File: config.mk
export PLATFORM = sky130hd
export DESIGN_NAME = elastic_buffer_skp_controller
export DESIGN_NICKNAME = d
export VERILOG_FILES = /design/src/rtl/elastic_buffer_skp_controller_pkg.sv /design/src/rtl/grayToBin.sv /design/src/rtl/elastic_buffer_skp_controller.sv
export SDC_FILE = /design/constraint.sdc
export NUM_CORES = 1
export LEC_CHECK = 0
export BUFFER_PORTS_ARGS = -buffer_cell sky130_fd_sc_hd__buf_2
export CORE_MARGIN = 2
export CORE_UTILIZATION = 58
export DETAILED_ROUTE_END_ITERATION = 6
export GPL_TIMING_DRIVEN = 0
export PLACE_DENSITY = 0.84
export SYNTH_ARGS = -nofsm -noshare
export SYNTH_HDL_FRONTEND = slang
export SYNTH_SLANG_ARGS = --single-unit
File: constraint.sdc
create_clock -name read_clk -period 3.5 [get_ports read_clk]
set_input_delay 1.05 -clock read_clk [delete_from_list [all_inputs] [get_ports read_clk]]
set_output_delay 1.05 -clock read_clk [all_outputs]
set_load 0.005 [all_outputs]
File: src/rtl/elastic_buffer_skp_controller_pkg.sv
// Shared elastic-buffer definitions: controller FSM encoding and default tuning constants.
package elastic_buffer_skp_controller_pkg;

    typedef enum logic [1:0] {
        IDLE     = 2'd0,
        ADD_PEND = 2'd1,
        DEL_PEND = 2'd2,
        HOLD     = 2'd3
    } eb_state_e;

    localparam int DEFAULT_BUFFER_DEPTH = 16;
    localparam int DEFAULT_LOW_WM       = 4;
    localparam int DEFAULT_HIGH_WM      = 12;
    localparam int DEFAULT_HOLDOFF      = 4;
    localparam int DEFAULT_TIMEOUT      = 64;

endpackage

File: src/rtl/grayToBin.sv
// Gray-to-binary pointer decode; companion to binToGray on the write side.
module grayToBin #(
    parameter int W = 5
) (
    input  logic [W-1:0] gray,
    output logic [W-1:0] bin
);

    // Each binary bit is the XOR of all Gray bits at or above its position.
    always_comb begin
        bin = '0;
        for (int i = 0; i < W; i++) begin
            bin[i] = ^(gray >> i);
        end
    end

endmodule

File: src/rtl/elastic_buffer_skp_controller.sv
// Read-domain SKP add/delete controller: tracks elastic-buffer fill and requests SKP ordered-set edits.
module elastic_buffer_skp_controller
    import elastic_buffer_skp_controller_pkg::*;
#(
    parameter int BUFFER_DEPTH = DEFAULT_BUFFER_DEPTH,
    parameter int LOW_WM       = DEFAULT_LOW_WM,
    parameter int HIGH_WM      = DEFAULT_HIGH_WM,
    parameter int HOLDOFF      = DEFAULT_HOLDOFF,
    parameter int TIMEOUT      = DEFAULT_TIMEOUT,
    localparam int ADDR_W      = $clog2(BUFFER_DEPTH)
) (
    input  logic              read_clk,
    input  logic              rst_n,
    input  logic [ADDR_W:0]   gray_write_pointer,
    input  logic [ADDR_W:0]   gray_read_pointer,
    input  logic              buffer_mode,
    input  logic              skp_added,
    input  logic              skp_removed,
    output logic              add_req,
    output logic              del_req,
    output logic [ADDR_W:0]   occupancy,
    output logic              req_timeout,
    output logic              ctrl_busy
);

    localparam int PTR_W   = ADDR_W + 1;
    localparam int CNT_MAX = (TIMEOUT > HOLDOFF) ? TIMEOUT : HOLDOFF;
    localparam int CNT_W   = $clog2(CNT_MAX + 1);

    logic [PTR_W-1:0] bin_write_pointer;
    logic [PTR_W-1:0] bin_read_pointer;
    logic [PTR_W-1:0] occupancy_q;
    logic             occupancy_valid;
    logic [CNT_W-1:0] cycle_cnt;
    eb_state_e        state;
    eb_state_e        state_next;
    logic             pending;
    logic             ack;
    logic             timeout_hit;

    grayToBin #(.W(PTR_W)) u_write_gray_to_bin (
        .gray (gray_write_pointer),
        .bin  (bin_write_pointer)
    );

    grayToBin #(.W(PTR_W)) u_read_gray_to_bin (
        .gray (gray_read_pointer),
        .bin  (bin_read_pointer)
    );

    // Modulo-2^PTR_W subtraction handles pointer wrap, including full and empty.
    // occupancy_valid keeps the FSM from acting on the reset value of occupancy.
    // NOTE: sequential state uses non-blocking assignments so every register samples pre-edge values.
    always_ff @(posedge read_clk or negedge rst_n) begin
        if (!rst_n) begin
            occupancy_q     <= '0;
            occupancy_valid <= 1'b0;
        end else begin
            occupancy_q     <= bin_write_pointer - bin_read_pointer;
            occupancy_valid <= 1'b1;
        end
    end

    assign occupancy = occupancy_q;

    assign pending     = (state == ADD_PEND) || (state == DEL_PEND);
    assign ack         = ((state == ADD_PEND) && skp_added) ||
                         ((state == DEL_PEND) && skp_removed);
    assign timeout_hit = pending && (cycle_cnt == CNT_W'(TIMEOUT - 1));

    always_ff @(posedge read_clk or negedge rst_n) begin
        if (!rst_n) begin
            state <= IDLE;
        end else begin
            state <= state_next;
        end
    end

    // One counter serves both the pending timeout and the hold-off window; it restarts on every state change.
    always_ff @(posedge read_clk or negedge rst_n) begin
        if (!rst_n) begin
            cycle_cnt <= '0;
        end else if (state_next != state || state == IDLE) begin
            cycle_cnt <= '0;
        end else begin
            cycle_cnt <= cycle_cnt + 1'b1;
        end
    end

    // NOTE: state_next gets a default before the case so no path leaves it unassigned (no latch).
    always_comb begin
        state_next = state;
        if (!buffer_mode) begin
            state_next = IDLE;
        end else begin
            case (state)
                IDLE: begin
                    if (occupancy_valid && occupancy_q < PTR_W'(LOW_WM)) begin
                        state_next = ADD_PEND;
                    end else if (occupancy_valid && occupancy_q > PTR_W'(HIGH_WM)) begin
                        state_next = DEL_PEND;
                    end
                end
                ADD_PEND: begin
                    if (skp_added || timeout_hit) begin
                        state_next = HOLD;
                    end
                end
                DEL_PEND: begin
                    if (skp_removed || timeout_hit) begin
                        state_next = HOLD;
                    end
                end
                HOLD: begin
                    if (cycle_cnt == CNT_W'(HOLDOFF - 1)) begin
                        state_next = IDLE;
                    end
                end
                default: state_next = IDLE;
            endcase
        end
    end

    // An acknowledge arriving on the final pending cycle wins over the timeout.
    always_comb begin
        add_req     = (state == ADD_PEND);
        del_req     = (state == DEL_PEND);
        ctrl_busy   = (state != IDLE);
        req_timeout = buffer_mode && timeout_hit && !ack;
    end

endmodule
Word-level counts from Yosys, hierarchy flattened
Cells that the tools add are included.
W data, S select, Z words.
{ "op_classes": {"addsub": 2, "mul": 0, "n_div": 0, "n_lt_le_gt_ge": 2, "eq_ne": 6, "n_shift": 0, "n_mux": 8, "bitwise_logic": 0, "reduce_logical": 25} }
{ "ops": {"columns": ["operator", "count"], "rows": [
  ["$reduce_xor A5 Y1", 10],
  ["$mux W2", 6],
  ["$pmux W2 S4", 1],
  ["$add A7 B1 Y7 const B", 1],
  ["$eq A7 B2 Y1 const B", 1],
  ["$eq A7 B6 Y1 const B", 1],
  ["$logic_and A1 B1 Y1", 7],
  ["$mux W7", 1],
  ["$gt A5 B4 Y1 const B", 1],
  ["$logic_or A1 B1 Y1", 5],
  ["$lt A5 B3 Y1 const B", 1],
  ["$sub A5 B5 Y5", 1],
  ["$eq A2 B2 Y1 const B", 2],
  ["$eq A2 B1 Y1 const B", 1],
  ["$logic_not A2 Y1", 1],
  ["$ne A2 B2 Y1", 1],
  ["$reduce_bool A2 Y1", 1],
  ["$logic_not A1 Y1", 1]
]} }
{ "word_totals": {"reg_bits": 15, "latch_bits": 0, "ramBits": 0, "rom_bits": 0, "input_bits": 15, "out_inout_bits": 9, "wordCells": 47, "n_memories": 0} }

Longest topological paths before layout
Gate-level depths: netlist of the first run.
{ "depth": {"depth_word": 10, "mapped_depth": 10, "mapped_depth_nobuf": 10} }

By module
A second synthesis of the first run with hierarchy kept.
{ "unflattened": {"cells_unflattened": 116, "hier_area_um2": 1133.6} }
{ "by_module_without_submodules": {"columns": ["module", "instances", "cells_per_inst", "area_per_inst_um2", "seq_area_each_um2"], "rows": [
  ["elastic_buffer_skp_controller", 1, 104, 988.4, 375.4],
  ["grayToBin", 2, 6, 72.6, 0.0]
]} }

Least setup slack after synthesis of the first run
No wires, ideal clock.
{ "synth_path": {"path_kind": "input -> register", "from": "in gray_write_pointer[4]", "to": "reg occupancy_q[4] (netlist: occupancy[4])", "setup_ps": 125, "arrival_ps": 2794, "t_required_ps": 3375, "path_slack_ps": 581, "stages": 10, "path_buffers": 0, "path_cell_list": "xor2_1 > xnor2_1 > xor2_1 > xor2_1 > ha_1 > fa_1 > inv_1 > a21o_1 > a21oi_1 > xnor2_1"} }
{ "synth_between": {"elab_chain_cells": 2, "word_cells_on_any_way": 6, "cone_classes": "add/sub (1); reduce/logical (5)"} }
{ "synth_lines": {"columns": ["element", "line_no", "text"], "rows": [
  ["from (decl)", "elastic_buffer_skp_controller.sv:14", "input logic [ADDR_W:0] gray_write_pointer,"],
  ["$reduce_xor A5 Y1", "grayToBin.sv:13", "bin[i] = ^(gray >> i);"],
  ["$sub A5 B5 Y5 (*)", "elastic_buffer_skp_controller.sv:59", "occupancy_q <= bin_write_pointer - bin_read_pointer;"],
  ["to (signal assigned)", "elastic_buffer_skp_controller.sv:59", null],
  ["to (decl)", "elastic_buffer_skp_controller.sv:32", "logic [PTR_W-1:0] occupancy_q;"]
]} }
Mark *: on every way between the ends. The rest lies on a longest branch, timed or not.

Final worst setup path of the first run
Ends and elaborated chain as after synthesis.

==> impl_metrics.ini, run 1 <==
[status]
status = finished clean

[sta]
finalCritPeriodShare_pct = 84.3
fin_ws_ns = 0.548
maxSlewViolCount = 0
rsz0062_at_grt = false
fmax_ghz = 0.339
period_needed_ns = 2.95
setup_tns_ns = 0
finalClockSkew_ns = 0.00482
final_hold_viol_count = 0
report.final.setup_viol = 0

[global_route]
top_usage_layer = met2
met3_usage_pct = 2.16
groute.usage.overall_pct = 22.1
met2_usage_pct = 44.3
grt_overflow_total = 0
grt_pass1_wl_um = 4060
grt_max_degree = 16
grt.met1_usage_pct = 21.6
grt_antenna_before_repair = 0
grt_pass1_vias = 1001

[pwr]
peakVddDrop_mv = 0.391
power.density_nw_per_um2 = 614
p_leak_uw = 0.000642
power.net_switching_uw = 356
clockPowerShare_pct = 11.9
p_comb_share_pct = 55.8
switching_share_pct = 43.4
internal-power_uw = 465
seqPwrFrac_pct = 32.3

[layout]
syn2layout_area_growth_pct = 15.2
drive_gt1_share_pct = 29.9
fin_area_um2 = 1340
ff_latch_area_um2 = 375
nNetsFinal = 164
n_fill_cell = 147
fin_util_pct = 69.6
antennaDiodeCount = 0
multi_input_area_um2 = 741

[logic_synthesis]
netlist_area_um2 = 1160
ys_ff_latch = 15
netlist.area_leader.share_pct = 32.3
synthTopCellsByCount = dfrtp_1 (15), inv_1 (12), ha_1 (10)
synth_warnings = 0
syn_inst = 110
synth.most_common_cell = dfrtp_1
syn_nets = 136
synthArstFlopShare_pct = 100
avgSynthCellArea_um2 = 10.6
synth.distinct_cells = 36
synth.area.top_cells = dfrtp_1 (32%), ha_1 (11%), xnor2_1 (6.0%)
synth_ff_type = dfrtp_1
synth_edf_count = 0
synth_seq_area_share_pct = 32.3
yosysTopAreaCell = dfrtp_1

[routing]
drt_iter0_markers = 17
via_count = 941
drcViolationCount = 0
vias_per_cell = 5.74
routed_wl_um = 2370
wl_per_cell_um = 14.4
drtAntennaViolNets = 0
first_pass_iters = 4

[worst_setup_path]
r2r_cells = 7
crit_arrival_ns = 3.12
reg2reg_slack_ns = 1.39
crit_fanout = 3
critical_path_class = input pin to flip-flop
endpoint_kind = flip-flop
required_ns = 3.67
worstSetupStartpointType = input pin

[floorplanning]
fp.dieArea_um2 = 2380
io_pins = 24
initial_utilization_pct = 60.4
die_h_um = 48.7
row_count = 16
die_x_um = 48.7
coreArea_um2 = 1920

[job]
timing.max_cap.violations = 0

[hold_path]
worst_hold_path.num_cells = 1
hp-class = flip-flop to flip-flop

[place]
dp_slack_ns = 0.228
dp_hpwl_um = 1910
io_buffers = 23
postPlaceCellArea_um2 = 1310
gp_congestion = 0.843

[clock_tree]
cts_root_buffer = clkbuf_4
clk_pin_slew_worst_paths_ns = 0.09
clock_path_buffers = 2
htreeDepth = 1
clkLatencyLatePin_ns = 0.28
cts_setup_buffers = 0
cts_buffers = 3
cts_num_sinks = 15
postCtsResizedCells = 0
cts_tree = yes
cts_hold_buf = 0
-- per-stage QoR --
stage	hold slack (ns)	cells	total power, uW
after floorplan	0.439	110	591
after global placement	0.454	160	700
after detailed placement	0.493	160	727
after CTS	0.505	164	824
after global routing	0.515	164	888
final	0.498	164	821
-- layer usage --
layer	wire (um)	vias up	part of all wire, %
met2	1360	36	57
met4	35	0	1.5
met5	0	-	0
met3	98	4	4.1
met1	872	451	37
li1	-	450	-
-- path summary, 6_finish.rpt --
check	start	to
hold / removal	cycle_cnt[0]	cycle_cnt[0]
setup reg to reg	state[0]	cycle_cnt[0]
hold reg to reg	cycle_cnt[0]	cycle_cnt[0]
setup / recovery	gray_write_pointer[4]	occupancy[4]
min in group asynchronous	rst_n	occupancy[4]
max in group asynchronous	rst_n	cycle_cnt[4]
-- logic make-up after synthesis --
kind of cell             share of synthesized area, %
XOR/XNOR                                         13.5
AO/OA/AOI/OAI                                    21.4
other                                           0.323
buffers and inverters                            3.88
flip-flops                                       32.3
AND/OR/NAND/NOR                                  16.1
adder cells (fa/ha/maj)                          12.5
-- power groups by stage --
stage / Clock, uW / Combinational [uW] / Sequential, uW
6_report: 97.7 / 459 / 265
5_1_grt: 109 / 508 / 271
4_1_cts: 99.4 / 461 / 264
2_1_floorplan: 0 / 328 / 262
3_5_place_dp: 0 / 459 / 268
3_3_place_gp: 0 / 437 / 263
-- registers in the layout, summed over array words and instances, names as in the netlist --
register,flops
cycle_cnt,7
occupancy,5
occupancy_valid,1
state,2
-- area by class of cell --
type,instances,share of cell area [%]
Multi-Input combinational cell,83,55.4
Sequential cell,15,28.1
Timing Repair Buffer,23,8.61
Inverter,12,3.37
Tap cell,27,2.53
Clock buffer,3,1.68
Clock inverter,1,0.374
-- critical path, cell delays in order --
cell and delay, ns:
buf_2 0.11, xor2_1 0.23, xnor2_1 0.19, xor2_1 0.36, xor2_1 0.12, ha_1 0.25
fa_1 0.42, inv_1 0.08, a21o_1 0.10, a21oi_1 0.07, xnor2_1 0.13
-- placed cells by master (no fill, tap or decap), types with 4 or more instances in the layout --
cell type / instances
dfrtp_1: 15
inv_1: 12
xor2_1: 8
nor3_1: 5
o2111ai_1: 6
ha_1: 10
buf_2: 23
nand2_1: 4
nor2_1: 5
xnor2_1: 8
Note: power is estimated with default switching activity, not from simulation.
==> run 2: changes to the inputs <==
Settings changed: CORE_UTILIZATION 58 to 48, PLACE_DENSITY 0.84 to 0.74.
Clock period 3.5 ns to 2.65 ns, I/O delays scaled along.
==> run 2 against run 1 <==
Via count is 0.11% higher. Largest power group unchanged. Utilization decreased by 8.8 points. Critical path depth did not move. Global-route usage fell by 2.9 points.
==> impl_metrics.ini, run 2 (synthesis results as in run 1) <==
[worst_setup_path]
reg2reg_slack_ns = 0.56
critical_path_buf_inv_count = 2
crit_path_top_delay_cell = xor2_1
r2r-start = state[1]
crit_fanout = 3
required_ns = 2.85
crit_arrival_ns = 2.80
critical_path_class = input pin to flip-flop
r2r_cells = 7
slowest_delay_ns = 0.31
path_cells = buf_2 -> xnor2_2 -> xor2_1 -> xor2_1 -> xnor2_1 -> ha_1 -> fa_2 -> inv_1 -> a21o_1 -> a21oi_1 -> xnor2_1
worstSetupStartpointType = input pin
endpoint_kind = flip-flop
path_delay_family = XOR/XNOR gates
r2r_end = cycle_cnt[5]

[sta]
finalCritPeriodShare_pct = 97.9
maxSlewHeadroom_pct = 65.1
final_hold_viol_count = 0
finalClockSkew_ns = 0.00411
report.final.setup_viol = 0
period_needed_ns = 2.59
setup_tns_ns = 0
fmax_ghz = 0.386
tightest_slew_ns = 0.520
maxSlewViolCount = 0

[routing]
drtAntennaViolNets = 0
first_pass_iters = 4
routed_wl_um = 2360
wl_per_cell_um = 14.2
via_count = 942
drcViolationCount = 0
drt_iter0_markers = 27
vias_per_cell = 5.67

[clock_tree]
htreeDepth = 1
cts_hold_buf = 0
cts_root_buffer = clkbuf_4
clk_pin_slew_worst_paths_ns = 0.09
cts_num_sinks = 15
cts_buffers = 3
clock_path_buffers = 2
cts_tree = yes
clkLatencyLatePin_ns = 0.28

[global_route]
groute.usage.overall_pct = 19.2
grt_antenna_before_repair = 0
grt_pass1_vias = 933
met3_usage_pct = 3.11
grt_pass1_wl_um = 3860
top_usage_layer = met2
grt_overflow_total = 0
grt.met1_usage_pct = 21.5
grt_max_degree = 16
met2_usage_pct = 34.0

[place]
postPlaceCellArea_um2 = 1310
dp_hpwl_um = 1850
io_buffers = 23
gp_congestion = 0.905
dp.cells = 161

[floorplanning]
coreArea_um2 = 2250
row_count = 17
die_h_um = 53.2
fp.dieArea_um2 = 2830
initial_utilization_pct = 51.5
io_pins = 24
die_x_um = 53.2

[pwr]
power.net_switching_uw = 468
clockPowerShare_pct = 11.7
switching_share_pct = 42.9
seqPwrFrac_pct = 31.6
p_leak_uw = 0.000654
peakVddDrop_mv = 0.550
internal-power_uw = 623
p_comb_share_pct = 56.7
power.density_nw_per_um2 = 796

[layout]
antennaDiodeCount = 0
instances_no_fill = 166
regMostFlops = cycle_cnt
nNetsFinal = 165
fin_area_um2 = 1370
largest_register_ff_count = 7
final_cell_mix = buf_2 (23), dfrtp_1 (15), inv_1 (12)
drive_gt1_share_pct = 33.3
fin_util_pct = 60.8
n_fill_cell = 195
syn2layout_area_growth_pct = 18.1
final_common_cell = buf_2

[status]
status = finished clean

[hold_path]
hp-class = input pin to asynchronous set/reset pin

[job]
timing.max_cap.violations = 0
## run 2: cell count changes in the layout (fill, tap and decap cells not counted)
| cell | before | now |
|---|---|---|
| buf_4 | 0 | 1 |
| fa_1 | 1 | 0 |
| fa_2 | 0 | 1 |
| xnor2_1 | 8 | 7 |
| xnor2_2 | 1 | 2 |
| xor2_1 | 8 | 6 |
| xor2_2 | 0 | 2 |
## run 2: timing repair
| item | in CTS | in global routing |
|---|---|---|
| endpoints found under the setup margin | 1 | 1 |
| gates resized for setup | 1 | 2 |
| pin swaps | 1 | 1 |
| buffers inserted | 0 | 1 |
## run 2: cell type report
| type | count | area (um^2) | area share [%] |
|---|---|---|---|
| Clock buffer | 3 | 22.5 | 1.64 |
| Sequential cell | 15 | 375 | 27.4 |
| Timing Repair Buffer | 24 | 123 | 8.94 |
| Inverter | 12 | 45.0 | 3.28 |
| Tap cell | 28 | 35.0 | 2.55 |
| Clock inverter | 1 | 5.00 | 0.365 |
| Multi-Input combinational cell | 83 | 766 | 55.8 |
## run 2: power by group through the flow
stage	logic [uW]	registers [uW]	clock network [uW]
after CTS	609	346	132
after global placement	580	347	0
after detailed placement	605	350	0
after floorplan	435	347	0
after global routing	687	355	141
final	619	345	127
## run 2: how the worst max path moves through the flow
stage                               to                  start  cells after the start
after detailed placement  occupancy[4]  gray_write_pointer[4]                     11
after global placement    occupancy[4]  gray_write_pointer[4]                     11
after global routing      occupancy[4]   gray_read_pointer[3]                     11
final                     occupancy[4]   gray_read_pointer[3]                     11
after CTS                 occupancy[4]  gray_write_pointer[4]                     11
after floorplan           occupancy[4]  gray_write_pointer[4]                     10
## run 2: worst reg2reg max path, stage by stage, from the launching register on
cell and delay, ns:
dfrtp_1 0.48, inv_1 0.14, ha_1 0.29, nand4b_1 0.15, o21bai_1 0.22, a211oi_1 0.13, nor3_2 0.42, nor3_1 0.13
## run 2: per-layer routing
metal | vias up | share of wire, %
met1 | 447 | 39
met4 | 0 | 1.4
met2 | 40 | 53
met3 | 4 | 6.4
met5 | - | 0
li1 | 451 | -
## run 2: through the flow
| step | hold slack, ns | setup WS [ns] | total power [uW] |
|---|---|---|---|
| 2_1_floorplan | 0.439 | 0.0106 | 782 |
| 3_3_place_gp | 0.452 | -0.212 | 927 |
| 3_5_place_dp | 0.473 | -0.339 | 956 |
| 4_1_cts | 0.394 | 0.0175 | 1090 |
| 5_1_grt | 0.410 | -0.0205 | 1180 |
| 6_report | 0.390 | 0.0560 | 1090 |
